--- src/rtl/mem_arbiter_if.sv ---
// mem_arbiter_if
//  Groups the two-client cache side and the single memory side of the
//  memory arbiter into one bundle.
//  Client side (index n = 0 icache, 1 dcache, fields packed per client):
//    c_req_valid/ready, c_req_addr, c_req_rw         request handshake
//    c_req_data_valid/ready, c_req_data_bits/mask    write-data handshake
//    c_resp_valid (per client), c_resp_data (shared) read response beats
//  Memory side:
//    mem_req_valid/ready, mem_req_addr, mem_req_rw   request handshake
//    mem_req_data_valid/ready, _bits, _mask          write-data handshake
//    mem_resp_valid, mem_resp_data                   read response beats
//  Modports: master = arbiter view, slave = environment (caches + memory).
interface mem_arbiter_if #(
  parameter int ADDR_BITS = 28,
  parameter int DATA_BITS = 128
);
  logic [1:0]               c_req_valid;
  logic [1:0]               c_req_ready;
  logic [2*ADDR_BITS-1:0]   c_req_addr;
  logic [1:0]               c_req_rw;
  logic [1:0]               c_req_data_valid;
  logic [1:0]               c_req_data_ready;
  logic [2*DATA_BITS-1:0]   c_req_data_bits;
  logic [2*DATA_BITS/8-1:0] c_req_data_mask;
  logic [1:0]               c_resp_valid;
  logic [DATA_BITS-1:0]     c_resp_data;
  logic                     mem_req_valid;
  logic                     mem_req_ready;
  logic [ADDR_BITS-1:0]     mem_req_addr;
  logic                     mem_req_rw;
  logic                     mem_req_data_valid;
  logic                     mem_req_data_ready;
  logic [DATA_BITS-1:0]     mem_req_data_bits;
  logic [DATA_BITS/8-1:0]   mem_req_data_mask;
  logic                     mem_resp_valid;
  logic [DATA_BITS-1:0]     mem_resp_data;

  modport master (
    input  c_req_valid, c_req_addr, c_req_rw, c_req_data_valid, c_req_data_bits, c_req_data_mask,
    output c_req_ready, c_req_data_ready, c_resp_valid, c_resp_data,
    output mem_req_valid, mem_req_addr, mem_req_rw, mem_req_data_valid, mem_req_data_bits,
    output mem_req_data_mask,
    input  mem_req_ready, mem_req_data_ready, mem_resp_valid, mem_resp_data
  );

  modport slave (
    output c_req_valid, c_req_addr, c_req_rw, c_req_data_valid, c_req_data_bits, c_req_data_mask,
    input  c_req_ready, c_req_data_ready, c_resp_valid, c_resp_data,
    input  mem_req_valid, mem_req_addr, mem_req_rw, mem_req_data_valid, mem_req_data_bits,
    input  mem_req_data_mask,
    output mem_req_ready, mem_req_data_ready, mem_resp_valid, mem_resp_data
  );
endinterface

--- src/rtl/mem_arbiter.sv ---
// mem_arbiter
//  Shares one 128-bit main-memory port between the icache (client 0) and the
//  dcache (client 1). One client owns the port per transaction; ownership is
//  decided in IDLE with round-robin priority when both request. Writes forward
//  the request and write-data handshakes independently; reads forward the
//  request and then route BEATS response beats to the owner.
//  Ports:
//    clk           clock, all state on rising edge
//    reset         asynchronous, active-high
//    bus           mem_arbiter_if.master (client and memory handshakes)
//    err_spurious  sticky flag: memory response beat seen outside READ_RESP
module mem_arbiter #(
  parameter int ADDR_BITS = 28,
  parameter int DATA_BITS = 128,
  parameter int BEATS     = 4
) (
  input  logic          clk,
  input  logic          reset,
  mem_arbiter_if.master bus,
  output logic          err_spurious
);
  localparam int MASK_BITS = DATA_BITS / 8;
  localparam int CNT_BITS  = (BEATS > 1) ? $clog2(BEATS) : 1;
  localparam logic [CNT_BITS-1:0] LAST_BEAT = CNT_BITS'(BEATS - 1);

  typedef enum logic [1:0] {
    ST_IDLE      = 2'd0,
    ST_WRITE     = 2'd1,
    ST_READ_REQ  = 2'd2,
    ST_READ_RESP = 2'd3
  } state_e;

  state_e              state_q, state_d;
  logic                owner_q, owner_d;
  logic                rr_ptr_q, rr_ptr_d;
  logic                req_done_q, req_done_d;
  logic                data_done_q, data_done_d;
  logic                err_q, err_d;
  logic [CNT_BITS-1:0] beat_cnt_q, beat_cnt_d;

  logic                 own_valid_s, own_rw_s, own_data_valid_s;
  logic [ADDR_BITS-1:0] own_addr_s;
  logic [DATA_BITS-1:0] own_data_s;
  logic [MASK_BITS-1:0] own_mask_s;
  logic                 winner_s, req_hs_s, data_hs_s;
  logic [1:0]           c_req_ready_s, c_req_data_ready_s, c_resp_valid_s;
  logic                 mem_req_valid_s, mem_req_rw_s, mem_req_data_valid_s;

  // Select the owning client's request fields.
  always_comb begin
    if (owner_q) begin
      own_valid_s      = bus.c_req_valid[1];
      own_rw_s         = bus.c_req_rw[1];
      own_data_valid_s = bus.c_req_data_valid[1];
      own_addr_s       = bus.c_req_addr[2*ADDR_BITS-1:ADDR_BITS];
      own_data_s       = bus.c_req_data_bits[2*DATA_BITS-1:DATA_BITS];
      own_mask_s       = bus.c_req_data_mask[2*MASK_BITS-1:MASK_BITS];
    end else begin
      own_valid_s      = bus.c_req_valid[0];
      own_rw_s         = bus.c_req_rw[0];
      own_data_valid_s = bus.c_req_data_valid[0];
      own_addr_s       = bus.c_req_addr[ADDR_BITS-1:0];
      own_data_s       = bus.c_req_data_bits[DATA_BITS-1:0];
      own_mask_s       = bus.c_req_data_mask[MASK_BITS-1:0];
    end
  end

  // Next-state and handshake-forwarding logic.
  always_comb begin
    state_d              = state_q;
    owner_d              = owner_q;
    rr_ptr_d             = rr_ptr_q;
    req_done_d           = req_done_q;
    data_done_d          = data_done_q;
    beat_cnt_d           = beat_cnt_q;
    err_d                = err_q | (bus.mem_resp_valid & (state_q != ST_READ_RESP));
    c_req_ready_s        = 2'b00;
    c_req_data_ready_s   = 2'b00;
    c_resp_valid_s       = 2'b00;
    mem_req_valid_s      = 1'b0;
    mem_req_rw_s         = 1'b0;
    mem_req_data_valid_s = 1'b0;
    winner_s             = 1'b0;
    req_hs_s             = 1'b0;
    data_hs_s            = 1'b0;
    case (state_q)
      ST_IDLE: begin
        // Outputs stay quiet here: the grant registers first, so there is
        // no combinational path from a client valid to memory.
        if (bus.c_req_valid == 2'b11) begin
          winner_s = rr_ptr_q;
        end else begin
          winner_s = bus.c_req_valid[1];
        end
        if (bus.c_req_valid != 2'b00) begin
          owner_d = winner_s;
          state_d = bus.c_req_rw[winner_s] ? ST_WRITE : ST_READ_REQ;
        end else begin
          state_d = ST_IDLE;
        end
      end
      ST_WRITE: begin
        mem_req_valid_s             = own_valid_s & ~req_done_q;
        mem_req_rw_s                = own_rw_s;
        mem_req_data_valid_s        = own_data_valid_s & ~data_done_q;
        c_req_ready_s[owner_q]      = bus.mem_req_ready & ~req_done_q;
        c_req_data_ready_s[owner_q] = bus.mem_req_data_ready & ~data_done_q;
        req_hs_s                    = mem_req_valid_s & bus.mem_req_ready;
        data_hs_s                   = mem_req_data_valid_s & bus.mem_req_data_ready;
        if ((req_done_q | req_hs_s) & (data_done_q | data_hs_s)) begin
          state_d     = ST_IDLE;
          rr_ptr_d    = ~owner_q;
          req_done_d  = 1'b0;
          data_done_d = 1'b0;
        end else if (~req_done_q & ~data_done_q & ~req_hs_s & ~data_hs_s & ~own_valid_s) begin
          // Client withdrew before anything was accepted: give up the port
          // without moving the round-robin pointer.
          state_d     = ST_IDLE;
          req_done_d  = 1'b0;
          data_done_d = 1'b0;
        end else begin
          req_done_d  = req_done_q | req_hs_s;
          data_done_d = data_done_q | data_hs_s;
        end
      end
      ST_READ_REQ: begin
        mem_req_valid_s        = own_valid_s;
        c_req_ready_s[owner_q] = bus.mem_req_ready;
        req_hs_s               = own_valid_s & bus.mem_req_ready;
        if (req_hs_s) begin
          state_d    = ST_READ_RESP;
          beat_cnt_d = {CNT_BITS{1'b0}};
        end else if (~own_valid_s) begin
          state_d = ST_IDLE;
        end else begin
          state_d = ST_READ_REQ;
        end
      end
      ST_READ_RESP: begin
        // The cache may still hold its request valid until the first beat;
        // it is deliberately not forwarded again.
        c_resp_valid_s[owner_q] = bus.mem_resp_valid;
        if (bus.mem_resp_valid) begin
          beat_cnt_d = beat_cnt_q + 1'b1;
          if (beat_cnt_q == LAST_BEAT) begin
            state_d  = ST_IDLE;
            rr_ptr_d = ~owner_q;
          end else begin
            state_d = ST_READ_RESP;
          end
        end else begin
          beat_cnt_d = beat_cnt_q;
        end
      end
      default: begin
        state_d = ST_IDLE;
      end
    endcase
  end

  // State registers with asynchronous reset.
  always_ff @(posedge clk or posedge reset) begin
    if (reset) begin
      state_q     <= ST_IDLE;
      owner_q     <= 1'b0;
      rr_ptr_q    <= 1'b0;
      req_done_q  <= 1'b0;
      data_done_q <= 1'b0;
      err_q       <= 1'b0;
      beat_cnt_q  <= {CNT_BITS{1'b0}};
    end else begin
      state_q     <= state_d;
      owner_q     <= owner_d;
      rr_ptr_q    <= rr_ptr_d;
      req_done_q  <= req_done_d;
      data_done_q <= data_done_d;
      err_q       <= err_d;
      beat_cnt_q  <= beat_cnt_d;
    end
  end

  assign bus.c_req_ready        = c_req_ready_s;
  assign bus.c_req_data_ready   = c_req_data_ready_s;
  assign bus.c_resp_valid       = c_resp_valid_s;
  assign bus.c_resp_data        = bus.mem_resp_data;
  assign bus.mem_req_valid      = mem_req_valid_s;
  assign bus.mem_req_addr       = own_addr_s;
  assign bus.mem_req_rw         = mem_req_rw_s;
  assign bus.mem_req_data_valid = mem_req_data_valid_s;
  assign bus.mem_req_data_bits  = own_data_s;
  assign bus.mem_req_data_mask  = own_mask_s;
  assign err_spurious           = err_q;
endmodule
--- src/flat_wrapper.sv ---
// flat-port wrapper written by rule: the top's interface ports become plain ports
module mem_arbiter_flat 
#(
  parameter int ADDR_BITS = 28,
  parameter int DATA_BITS = 128,
  parameter int BEATS     = 4
)
  (clk, reset, err_spurious, bus_c_req_valid, bus_c_req_addr, bus_c_req_rw, bus_c_req_data_valid, bus_c_req_data_bits, bus_c_req_data_mask, bus_c_req_ready, bus_c_req_data_ready, bus_c_resp_valid, bus_c_resp_data, bus_mem_req_valid, bus_mem_req_addr, bus_mem_req_rw, bus_mem_req_data_valid, bus_mem_req_data_bits, bus_mem_req_data_mask, bus_mem_req_ready, bus_mem_req_data_ready, bus_mem_resp_valid, bus_mem_resp_data);
  mem_arbiter_if #(.ADDR_BITS(ADDR_BITS), .DATA_BITS(DATA_BITS)) bus_i ();
  input  logic clk;
  input  logic reset;
  output logic err_spurious;
  input wire logic [$bits(bus_i.c_req_valid)-1:0] bus_c_req_valid;
  input wire logic [$bits(bus_i.c_req_addr)-1:0] bus_c_req_addr;
  input wire logic [$bits(bus_i.c_req_rw)-1:0] bus_c_req_rw;
  input wire logic [$bits(bus_i.c_req_data_valid)-1:0] bus_c_req_data_valid;
  input wire logic [$bits(bus_i.c_req_data_bits)-1:0] bus_c_req_data_bits;
  input wire logic [$bits(bus_i.c_req_data_mask)-1:0] bus_c_req_data_mask;
  output wire logic [$bits(bus_i.c_req_ready)-1:0] bus_c_req_ready;
  output wire logic [$bits(bus_i.c_req_data_ready)-1:0] bus_c_req_data_ready;
  output wire logic [$bits(bus_i.c_resp_valid)-1:0] bus_c_resp_valid;
  output wire logic [$bits(bus_i.c_resp_data)-1:0] bus_c_resp_data;
  output wire logic [$bits(bus_i.mem_req_valid)-1:0] bus_mem_req_valid;
  output wire logic [$bits(bus_i.mem_req_addr)-1:0] bus_mem_req_addr;
  output wire logic [$bits(bus_i.mem_req_rw)-1:0] bus_mem_req_rw;
  output wire logic [$bits(bus_i.mem_req_data_valid)-1:0] bus_mem_req_data_valid;
  output wire logic [$bits(bus_i.mem_req_data_bits)-1:0] bus_mem_req_data_bits;
  output wire logic [$bits(bus_i.mem_req_data_mask)-1:0] bus_mem_req_data_mask;
  input wire logic [$bits(bus_i.mem_req_ready)-1:0] bus_mem_req_ready;
  input wire logic [$bits(bus_i.mem_req_data_ready)-1:0] bus_mem_req_data_ready;
  input wire logic [$bits(bus_i.mem_resp_valid)-1:0] bus_mem_resp_valid;
  input wire logic [$bits(bus_i.mem_resp_data)-1:0] bus_mem_resp_data;
  assign bus_i.c_req_valid = bus_c_req_valid;
  assign bus_i.c_req_addr = bus_c_req_addr;
  assign bus_i.c_req_rw = bus_c_req_rw;
  assign bus_i.c_req_data_valid = bus_c_req_data_valid;
  assign bus_i.c_req_data_bits = bus_c_req_data_bits;
  assign bus_i.c_req_data_mask = bus_c_req_data_mask;
  assign bus_c_req_ready = bus_i.c_req_ready;
  assign bus_c_req_data_ready = bus_i.c_req_data_ready;
  assign bus_c_resp_valid = bus_i.c_resp_valid;
  assign bus_c_resp_data = bus_i.c_resp_data;
  assign bus_mem_req_valid = bus_i.mem_req_valid;
  assign bus_mem_req_addr = bus_i.mem_req_addr;
  assign bus_mem_req_rw = bus_i.mem_req_rw;
  assign bus_mem_req_data_valid = bus_i.mem_req_data_valid;
  assign bus_mem_req_data_bits = bus_i.mem_req_data_bits;
  assign bus_mem_req_data_mask = bus_i.mem_req_data_mask;
  assign bus_i.mem_req_ready = bus_mem_req_ready;
  assign bus_i.mem_req_data_ready = bus_mem_req_data_ready;
  assign bus_i.mem_resp_valid = bus_mem_resp_valid;
  assign bus_i.mem_resp_data = bus_mem_resp_data;
  mem_arbiter #(.ADDR_BITS(ADDR_BITS), .DATA_BITS(DATA_BITS), .BEATS(BEATS)) u_core (.clk(clk), .reset(reset), .bus(bus_i), .err_spurious(err_spurious));
endmodule
--- config.mk ---
export PLATFORM = sky130hd
export DESIGN_NAME = mem_arbiter_flat
export DESIGN_NICKNAME = d
export VERILOG_FILES = /design/src/rtl/mem_arbiter_if.sv /design/src/rtl/mem_arbiter.sv /design/src/flat_wrapper.sv
export SDC_FILE = /design/constraint.sdc
export NUM_CORES = 1
export LEC_CHECK = 0
export BUFFER_PORTS_ARGS = -buffer_cell sky130_fd_sc_hd__buf_2
export CAP_MARGIN = 40
export CORE_AREA = 5 5 301 303
export CTS_BUF_LIST = sky130_fd_sc_hd__clkbuf_2
export CTS_CLUSTER_DIAMETER = 60
export DETAILED_ROUTE_END_ITERATION = 16
export DIE_AREA = 0 0 306 308
export SYNTH_ARGS = -nofsm -noshare
export SYNTH_HDL_FRONTEND = slang
export SYNTH_SLANG_ARGS = --single-unit
--- constraint.sdc ---
create_clock -name clk -period 4.9 [get_ports clk]
set_clock_uncertainty 0.1 [all_clocks]
set_input_delay 0.245 -clock clk [delete_from_list [all_inputs] [get_ports clk]]
set_output_delay 0.245 -clock clk [all_outputs]
set_load 0.01 [all_outputs]
==> key figures, run 1 <==
Run status
  • Status: finished clean

Drt
  • Initial DRC Count: 229
  • Via density: 2.590
  • Wire per inst: 32.86 um
  • Vias: 5178
  • Drt first pass iters: 4
  • DRC Markers: 0
  • Total detailed-routing wirelength: 65680 um
  • DRT antenna net count: 0

Pwr
  • Pleak: 3.181 nW
  • Cell-internal power: 1.218 mW
  • Power share of the clock group: 0.018
  • Pwr Total: 2.800 mW
  • Net Switching: 1.582 mW
  • Register share of total power: 0.075
  • Logic pwr share: 0.907
  • Sw frac: 0.5649
  • Peak VDD IR: 0.0001973 V
  • Cell Pwr Density: 401.5 nW/um^2

Placed design
  • PortBufs: 536
  • Post-DP HPWL: 63060 um
  • Final GP Congestion: 0.8485
  • Cell count after placement: 1964

Clock network
  • CTS tree: done
  • Root buffer cell: clkbuf_2
  • CTS buffer count: 3
  • Clock latency on the worst-skew pair: 250 ps
  • CTS sink count: 9
  • Clk pin slew, worst setup/hold paths: 90 ps
  • Max Root-Sink Buffers: 2
  • Htree depth: 1

Synthesis
  • Yosys warnings: 0
  • Top-area cell type share of the netlist area: 0.5185
  • Avg Cell Area, Syn: 9.187 sq um
  • Mapped Nets: 897
  • Syn Std Cell Area: 3757 sq um
  • Ranking of synthesized cells by area: mux2_2 (52%), buf_4 (26%), dfrtp_1 (6.0%)
  • Yosys top cell by area: mux2_2
  • Post-synth ARST share: 1.000
  • Sequential-to-total area share from yosys stat: 0.05994
  • Synth Register Bits: 9
  • EDFF count, synth: 0
  • Synth Instances: 409
  • Most numerous cell in the Yosys netlist: mux2_2
  • Ys flop type: dfrtp_1
  • Netlist cell types: 34
  • Commonest cells post-synth: mux2_2 (173), buf_4 (128), buf_2 (13)

Critical path
  • CP Max Fanout: 106
  • Critical Path AT: 2370 ps
  • Crit Path Class: reg -> out
  • Register-to-Register Path Depth: 4
  • Reg2reg start: u_core.owner_q
  • CP endpoint kind: output port
  • Startpoint types: flip-flop
  • Req. time, crit path: 4550 ps
  • RR Endpoint: u_core.state_q[0]
  • Setup slack, reg-to-reg: 2820 ps

Floorplan
  • Site Rows: 109
  • Die ar.: 94250 sq um
  • Initial Util: 0.04285
  • Core area: 87690 sq um
  • Chip Width: 306 um
  • Chip height: 308 um
  • IO Pins: 793

STA
  • Fin crit period: 2710 ps
  • Fmax: 369.0 MHz
  • Final Cycle Share: 0.5531
  • Final Setup Violations: 0
  • Slew Limit Fails: 0
  • Tightest Pin Transition: 710.2 ps
  • Final hold violation count: 0
  • RSZ-0062 raised after global routing: no
  • Rel. slew slack: 0.5265
  • TNS Setup: 0 ps

Flow run
  • Max-cap violation count: 0

Cells and area
  • Synth-to-layout area growth: 85.61%
  • Share of cells above drive strength 1: 0.8955
  • Layout Nets: 1293
  • Finished Layout Cells: 1999
  • Post-Route Utilization: 0.07953

Global routing
  • GRT overflow: 0
  • GRT Total Usage: 0.1292
  • Number of global-route vias before repair: 5437
  • Global-route wire length before repair: 76260 um
  • Largest net degree at the start of global routing: 107
  • Antenna violations before repair: 69

Worst hold path
  • Min-Delay Startpoint: bus_c_req_valid[0]
  • Hold Crit Class: in -> reg
  • Hold path cells: 2
  • Min-Delay Endpoint: u_core.owner_q
## stage by stage
stage               setup WS [ps]  area, sq um  hold slack [ps]
floorplan                    3271         3757           -27.08
global placement             2399         6869            140.4
detailed placement           2387         6869            144.3
CTS                          2091         6899            123.8
global route                 2014         6919            136.3
finish                       2190         6974            142.8
## power by group through the flow
stage          Clock (mW)  Combinational (mW)  Sequential, mW
2_1_floorplan           0                1.50           0.133
3_3_place_gp            0                2.57           0.211
3_5_place_dp            0                2.58           0.215
4_1_cts            0.0515                2.60           0.212
5_1_grt            0.0551                2.67           0.224
6_report           0.0494                2.54           0.210
## state kept, by name (all words and copies together), names as in the netlist
register             flops
u_core.owner_q           1
u_core.beat_cnt_q        2
u_core.err_spurious      1
u_core.data_done_q       1
u_core.state_q           2
u_core.rr_ptr_q          1
u_core.req_done_q        1
## metal layers
layer	part of all wire	vias to the layer above	track usage
met3	0.20	58	0.1156
met1	0.37	2335	0.1407
met4	0.0079	30	0.006018
li1	-	2163	-
met2	0.43	592	0.1991
met5	0.0030	-	0
## how the worst max path moves through the flow
stage	slack, ps	depth (start not counted)	end	start
finish	2190	3	bus_mem_req_data_bits[61]	u_core.owner_q
global route	2010	3	bus_mem_req_addr[9]	u_core.owner_q
CTS	2090	3	bus_mem_req_addr[9]	u_core.owner_q
detailed placement	2390	3	bus_mem_req_addr[9]	u_core.owner_q
global placement	2400	3	bus_mem_req_addr[9]	u_core.owner_q
floorplan	3270	5	u_core.state_q[0]	u_core.owner_q
## cells in the final DEF, fill, tap and decap left out, drive strengths merged, types with 2 or more instances in the layout
| master | n |
|---|---|
| inv | 12 |
| diode | 30 |
| and3 | 2 |
| buf | 538 |
| nand2b | 5 |
| a21oi | 6 |
| o21ai | 5 |
| a21boi | 2 |
| dfrtp | 9 |
| o22ai | 2 |
| o211ai | 3 |
| nor3 | 4 |
| nand3 | 2 |
| a21o | 3 |
| a31oi | 4 |
| clkbuf | 4 |
| a211oi | 2 |
| mux2 | 175 |
| nor2 | 6 |
| ha | 5 |
| nand2 | 3 |
| nor2b | 3 |
## worst max-delay path: stages (launching register included)
cell	delay (ps)
dfrtp_4	790
buf_12	430
mux2_2	470
buf_2	160
## cells by family after synthesis
group	after synthesis	synth area share
mux	176	0.5291
fa+ha+maj	5	0.01665
buf+inv	160	0.2940
simple gates	26	0.03530
flops	9	0.05994
compound gates	33	0.06493
## cell type report
| cell class | count | area [sq um] |
|---|---|---|
| fillers | 10270 | 80720 |
| multi-input cells | 240 | 2427 |
| diodes | 30 | 75.07 |
| inverters | 12 | 45.04 |
| flip-flops and latches | 9 | 229.0 |
| well taps | 1165 | 1458 |
| repair buffers | 539 | 2720 |
| clock buffers | 4 | 20.02 |
## timing repair
item / CTS / global route
buffers inserted: 0 / 0
gates resized for setup: 0 / 0
hold buffers: 1 / 0
endpoints found under the hold margin: 9 / 0
Power figures use the tool's default switching activity.
==> run 2, diff against run 1 <==
--- a/config.mk
+++ b/config.mk
@@ -7,11 +7,11 @@
 export LEC_CHECK = 0
 export BUFFER_PORTS_ARGS = -buffer_cell sky130_fd_sc_hd__buf_2
 export CAP_MARGIN = 40
-export CORE_AREA = 5 5 301 303
+export CORE_AREA = 5 5 304 306
 export CTS_BUF_LIST = sky130_fd_sc_hd__clkbuf_2
 export CTS_CLUSTER_DIAMETER = 60
 export DETAILED_ROUTE_END_ITERATION = 16
-export DIE_AREA = 0 0 306 308
+export DIE_AREA = 0 0 309 311
 export SYNTH_ARGS = -nofsm -noshare
 export SYNTH_HDL_FRONTEND = slang
 export SYNTH_SLANG_ARGS = --single-unit
==> constraint.sdc (replaced) <==
create_clock -name clk -period 2.66 [get_ports clk]
set_clock_uncertainty 0.1 [all_clocks]
set_input_delay 0.133 -clock clk [delete_from_list [all_inputs] [get_ports clk]]
set_output_delay 0.133 -clock clk [all_outputs]
set_load 0.01 [all_outputs]
==> run 2 against run 1 <==
Clock power increased by 77%. Core utilization shrank 0.10 points. Routed wire length shrank 15%. Worst hold slack worse by 110 ps. Largest cell class unchanged.
==> key figures, run 2 (same netlist as run 1, synthesis figures left out) <==
Cells and area
  • Most frequent cells in the layout: buf_2 (536), mux2_2 (173), inv_1 (12)
  • Fillers: 10490
  • Most common library cell in the layout ignoring fill and taps: buf_2
  • Layout Nets: 1300
  • Synth-to-layout area growth: 86.58%
  • Largest registers: u_core.beat_cnt_q x2, u_core.state_q x2
  • Share of cells above drive strength 1: 0.8964

Drt
  • Drt first pass iters: 5
  • Total detailed-routing wirelength: 55720 um
  • DRT antenna net count: 0
  • Via density: 2.499
  • Wire per inst: 27.93 um
  • Initial DRC Count: 238
  • Vias: 4985
  • DRC Markers: 0

Placed design
  • Final GP Congestion: 0.9046
  • Post-DP HPWL: 53400 um
  • PortBufs: 536

Clock network
  • Clk pin slew, worst setup/hold paths: 90 ps
  • Clock latency on the worst-skew pair: 260 ps
  • Root buffer cell: clkbuf_2
  • CTS tree: done
  • Setup Fix Bufs, Post-CTS: 0
  • Max Root-Sink Buffers: 2
  • CTS buffer count: 3
  • Htree depth: 1
  • Cts repair resizes: 0
  • CTS sink count: 9
  • CTS Hold Bufs: 1

Critical path
  • Startpoint types: flip-flop
  • Reg2reg start: u_core.owner_q
  • CP endpoint kind: output port
  • RR Endpoint: u_core.state_q[0]
  • Register-to-Register Path Depth: 4
  • CP Max Fanout: 39
  • Req. time, crit path: 2430 ps
  • Critical Path AT: 2090 ps
  • Crit Path Class: reg -> out
  • Setup slack, reg-to-reg: 790 ps

Worst hold path
  • Min-Delay Endpoint: u_core.owner_q
  • Min-Delay Startpoint: bus_c_req_valid[0]
  • Hold Crit Class: in -> reg
  • Hold path cells: 2

Pwr
  • Peak VDD IR: 0.0007099 V
  • Pleak: 3.224 nW
  • Cell Pwr Density: 740.7 nW/um^2
  • Pwr Total: 5.193 mW

Run status
  • Status: finished clean

STA
  • RSZ-0062 raised after global routing: no
  • TNS Setup: 0 ps
  • Final hold violation count: 0
  • Fin crit period: 2324 ps
  • Final Setup Violations: 0
  • Slew Limit Fails: 0
  • Rel. slew slack: 0.7454
  • Fmax: 430.3 MHz
  • Final Cycle Share: 0.8736
  • Tightest Pin Transition: 381.5 ps

Global routing
  • Antenna violations before repair: 28
  • GRT Total Usage: 0.1062
  • Global-route wire length before repair: 64280 um
  • Largest net degree at the start of global routing: 63
  • Number of global-route vias before repair: 5064
  • GRT overflow: 0

Floorplan
  • Chip height: 311 um
  • Site Rows: 110
  • Chip Width: 309 um
  • Core area: 89320 sq um
  • Initial Util: 0.04206
  • IO Pins: 793
  • Die ar.: 96100 sq um

Flow run
  • Max-cap violation count: 0
-- run 2: cell types whose count changed in the layout (fill, tap and decap cells not counted) --
cell	change
buf_12	+2
clkbuf_2	-1
buf_4	+5
clkinv_2	+1
diode_2	-22
-- run 2: final cells by class --
class                   instances  area (sq um)  share of cell area
clock inverters                 1         5.005           0.0007139
repair buffers                546          2798              0.3991
flip-flops and latches          9         229.0             0.03266
diodes                          8         20.02            0.002856
multi-input cells             240          2427              0.3462
well taps                    1176          1471              0.2099
inverters                      12         45.04            0.006425
clock buffers                   3         15.01            0.002142
-- run 2: worst max path at each step --
stage,start,end,slack (ps)
after floorplan,u_core.owner_q,u_core.state_q[0],1030
after global placement,u_core.owner_q,bus_mem_req_data_bits[60],630
after global routing,u_core.owner_q,bus_mem_req_data_bits[60],300
after detailed placement,u_core.owner_q,bus_mem_req_data_bits[60],620
final,u_core.owner_q,bus_mem_req_data_bits[84],340
after CTS,u_core.owner_q,bus_mem_req_data_bits[60],350
-- run 2: where the power goes --
group | internal, mW | switching (mW)
sequential | 0.202 | 0.116
clock | 0.0340 | 0.0533
combinational | 2.09 | 2.69
total | 2.33 | 2.86
-- run 2: critical path, cell delays in order (launching register included) --
cell     delay, ps
dfrtp_4        600
buf_12         260
buf_4          290
mux2_2         420
buf_2          160
-- run 2: routing by layer --
metal  global-route usage  up-vias  share of wire
li1                     -     2130              -
met1               0.1001     2179           0.32
met2               0.1787      610           0.45
met3              0.08930       52           0.20
met4              0.01840       14          0.022
met5              0.01365        -         0.0016
-- run 2: through the flow --
| stage | util | std cells | hold slack, ps | area (sq um) | worst slack [ps] |
|---|---|---|---|---|---|
| 2_1_floorplan | - | 409 | -139.1 | 3757 | 1031 |
| 3_3_place_gp | 0.07792 | 1982 | 21.36 | 6960 | 626.2 |
| 3_5_place_dp | 0.07792 | 1982 | 25.98 | 6960 | 622.6 |
| 4_1_cts | 0.07826 | 1987 | 15.94 | 6990 | 346.7 |
| 5_1_grt | 0.07840 | 1992 | 21.61 | 7003 | 295.2 |
| 6_report | 0.07848 | 1995 | 28.98 | 7010 | 336.1 |
==> run 3, diff against run 2 <==
--- a/config.mk
+++ b/config.mk
@@ -7,11 +7,12 @@
 export LEC_CHECK = 0
 export BUFFER_PORTS_ARGS = -buffer_cell sky130_fd_sc_hd__buf_2
 export CAP_MARGIN = 40
-export CORE_AREA = 5 5 304 306
+export CORE_AREA = 2 2 310 312
 export CTS_BUF_LIST = sky130_fd_sc_hd__clkbuf_2
-export CTS_CLUSTER_DIAMETER = 60
+export CTS_CLUSTER_DIAMETER = 100
 export DETAILED_ROUTE_END_ITERATION = 16
-export DIE_AREA = 0 0 309 311
+export DIE_AREA = 0 0 312 314
+export SLEW_MARGIN = 0
 export SYNTH_ARGS = -nofsm -noshare
 export SYNTH_HDL_FRONTEND = slang
 export SYNTH_SLANG_ARGS = --single-unit
==> run 3 against run 2 <==
Core utilization decreased by 0.27 points. Design area up 2.1%. Via count about the same. Critical path type unchanged.
==> key figures, run 3 (same netlist as run 1, synthesis figures left out) <==
Run status
  • Status: finished clean

Pwr
  • Pwr Total: 5.243 mW
  • Peak VDD IR: 0.0002812 V
  • Cell Pwr Density: 732.5 nW/um^2
  • Pleak: 3.229 nW

STA
  • Fin crit period: 2196 ps
  • Final Setup Violations: 0
  • RSZ-0062 raised after global routing: no
  • Slew Limit Fails: 0
  • Final hold violation count: 0
  • Fmax: 455.4 MHz
  • Final Cycle Share: 0.8256
  • TNS Setup: 0 ps
  • Rel. slew slack: 0.7058
  • Tightest Pin Transition: 441.3 ps

Drt
  • Total detailed-routing wirelength: 58260 um
  • Vias: 4987
  • Wire per inst: 27.76 um
  • Initial DRC Count: 240
  • Drt first pass iters: 4
  • DRT antenna net count: 0
  • Via density: 2.376
  • DRC Markers: 0

Clock network
  • Cts repair resizes: 0
  • CTS tree: done
  • Clock latency on the worst-skew pair: 250 ps
  • CTS buffer count: 3
  • Clk pin slew, worst setup/hold paths: 90 ps
  • CTS sink count: 9
  • Htree depth: 1
  • Root buffer cell: clkbuf_2
  • Max Root-Sink Buffers: 2

Global routing
  • Number of global-route vias before repair: 4799
  • Global-route wire length before repair: 65930 um
  • GRT Total Usage: 0.1107
  • GRT overflow: 0
  • Largest net degree at the start of global routing: 47
  • Antenna violations before repair: 40

Floorplan
  • IO Pins: 793
  • Chip height: 314 um
  • Die ar.: 97970 sq um
  • Chip Width: 312 um
  • Core area: 94450 sq um
  • Site Rows: 113
  • Initial Util: 0.03978

Cells and area
  • Multi-input gate area: 2427 sq um
  • FF+latch area: 229.0 sq um
  • Synth-to-layout area growth: 90.48%
  • Most common library cell in the layout ignoring fill and taps: buf_2
  • Most frequent cells in the layout: buf_2 (536), mux2_2 (173), inv_1 (12)
  • Largest registers: u_core.beat_cnt_q x2, u_core.state_q x2
  • Fillers: 11210
  • Layout Nets: 1302
  • Share of cells above drive strength 1: 0.8967

Placed design
  • Post-DP HPWL: 55870 um
  • PortBufs: 536
  • Final GP Congestion: 0.8202

Critical path
  • Req. time, crit path: 2430 ps
  • Setup slack, reg-to-reg: 810 ps
  • Startpoint types: flip-flop
  • CP Max Fanout: 46
  • Register-to-Register Path Depth: 6
  • Reg2reg start: u_core.state_q[1]
  • RR Endpoint: u_core.rr_ptr_q
  • CP endpoint kind: output port
  • Critical Path AT: 1960 ps
  • Crit Path Class: reg -> out

Worst hold path
  • Hold path cells: 2
  • Min-Delay Startpoint: bus_c_req_valid[0]
  • Hold Crit Class: in -> reg
  • Min-Delay Endpoint: u_core.owner_q

Flow run
  • Max-cap violation count: 0
## run 3: changes by cell type in the layout (fill, tap and decap cells not counted), sizes merged
cell    delta
diode     +13
clkinv     -1
buf        +2
clkbuf     +1
## run 3: how the worst max path moves through the flow
stage          slack (ps)  depth (start not counted)                         to      startpoint
2_1_floorplan        1030                          5          u_core.state_q[0]  u_core.owner_q
3_3_place_gp          770                          4  bus_mem_req_data_bits[94]  u_core.owner_q
3_5_place_dp          740                          4  bus_mem_req_data_bits[88]  u_core.owner_q
4_1_cts               460                          4  bus_mem_req_data_bits[88]  u_core.owner_q
5_1_grt               390                          4  bus_mem_req_data_bits[70]  u_core.owner_q
6_report              460                          4  bus_mem_req_data_bits[70]  u_core.owner_q
## run 3: per-layer routing
layer,share of wire,global-route usage,routed length (um),up-vias
li1,-,-,-,2156
met1,0.32,0.1041,18430,2114
met2,0.44,0.1743,25610,607
met3,0.22,0.1070,12660,74
met4,0.019,0.01781,1100,36
met5,0.0079,0.01789,458,-
## run 3: per-stage QoR
stage | area [sq um] | instances | worst slack, ps | util | hold slack (ps)
global placement | 7074 | 2073 | 770.4 | 0.07490 | 25.16
CTS | 7104 | 2078 | 456.0 | 0.07522 | 4.313
global route | 7139 | 2092 | 387.0 | 0.07559 | 37.14
floorplan | 3757 | 409 | 1031 | - | -139.1
detailed placement | 7074 | 2073 | 736.1 | 0.07490 | 18.70
finish | 7157 | 2099 | 464.0 | 0.07578 | 14.99
## run 3: layout make-up
type,instances,share of cell area
repair buffers,548,0.3913
multi-input cells,240,0.3392
well taps,1265,0.2212
flip-flops and latches,9,0.03199
diodes,21,0.007343
inverters,12,0.006294
clock buffers,4,0.002797
## run 3: timing repair
item                      in CTS  in global routing
hold endpoints to repair       9                  0
hold buffers                   1                  0
setup buffers                  0                  0
## run 3: critical path: stages, from the launching register on
cell and delay [ps]:
dfrtp_4 520, buf_12 250, buf_12 290, mux2_2 410, buf_2 150
## run 3: power breakdown
group	switching, mW	total (mW)	internal (mW)
Sequential	0.0912	0.293	0.202
Combinational	2.76	4.86	2.10
Clock	0.0493	0.0893	0.0399
Total	2.90	5.24	2.34
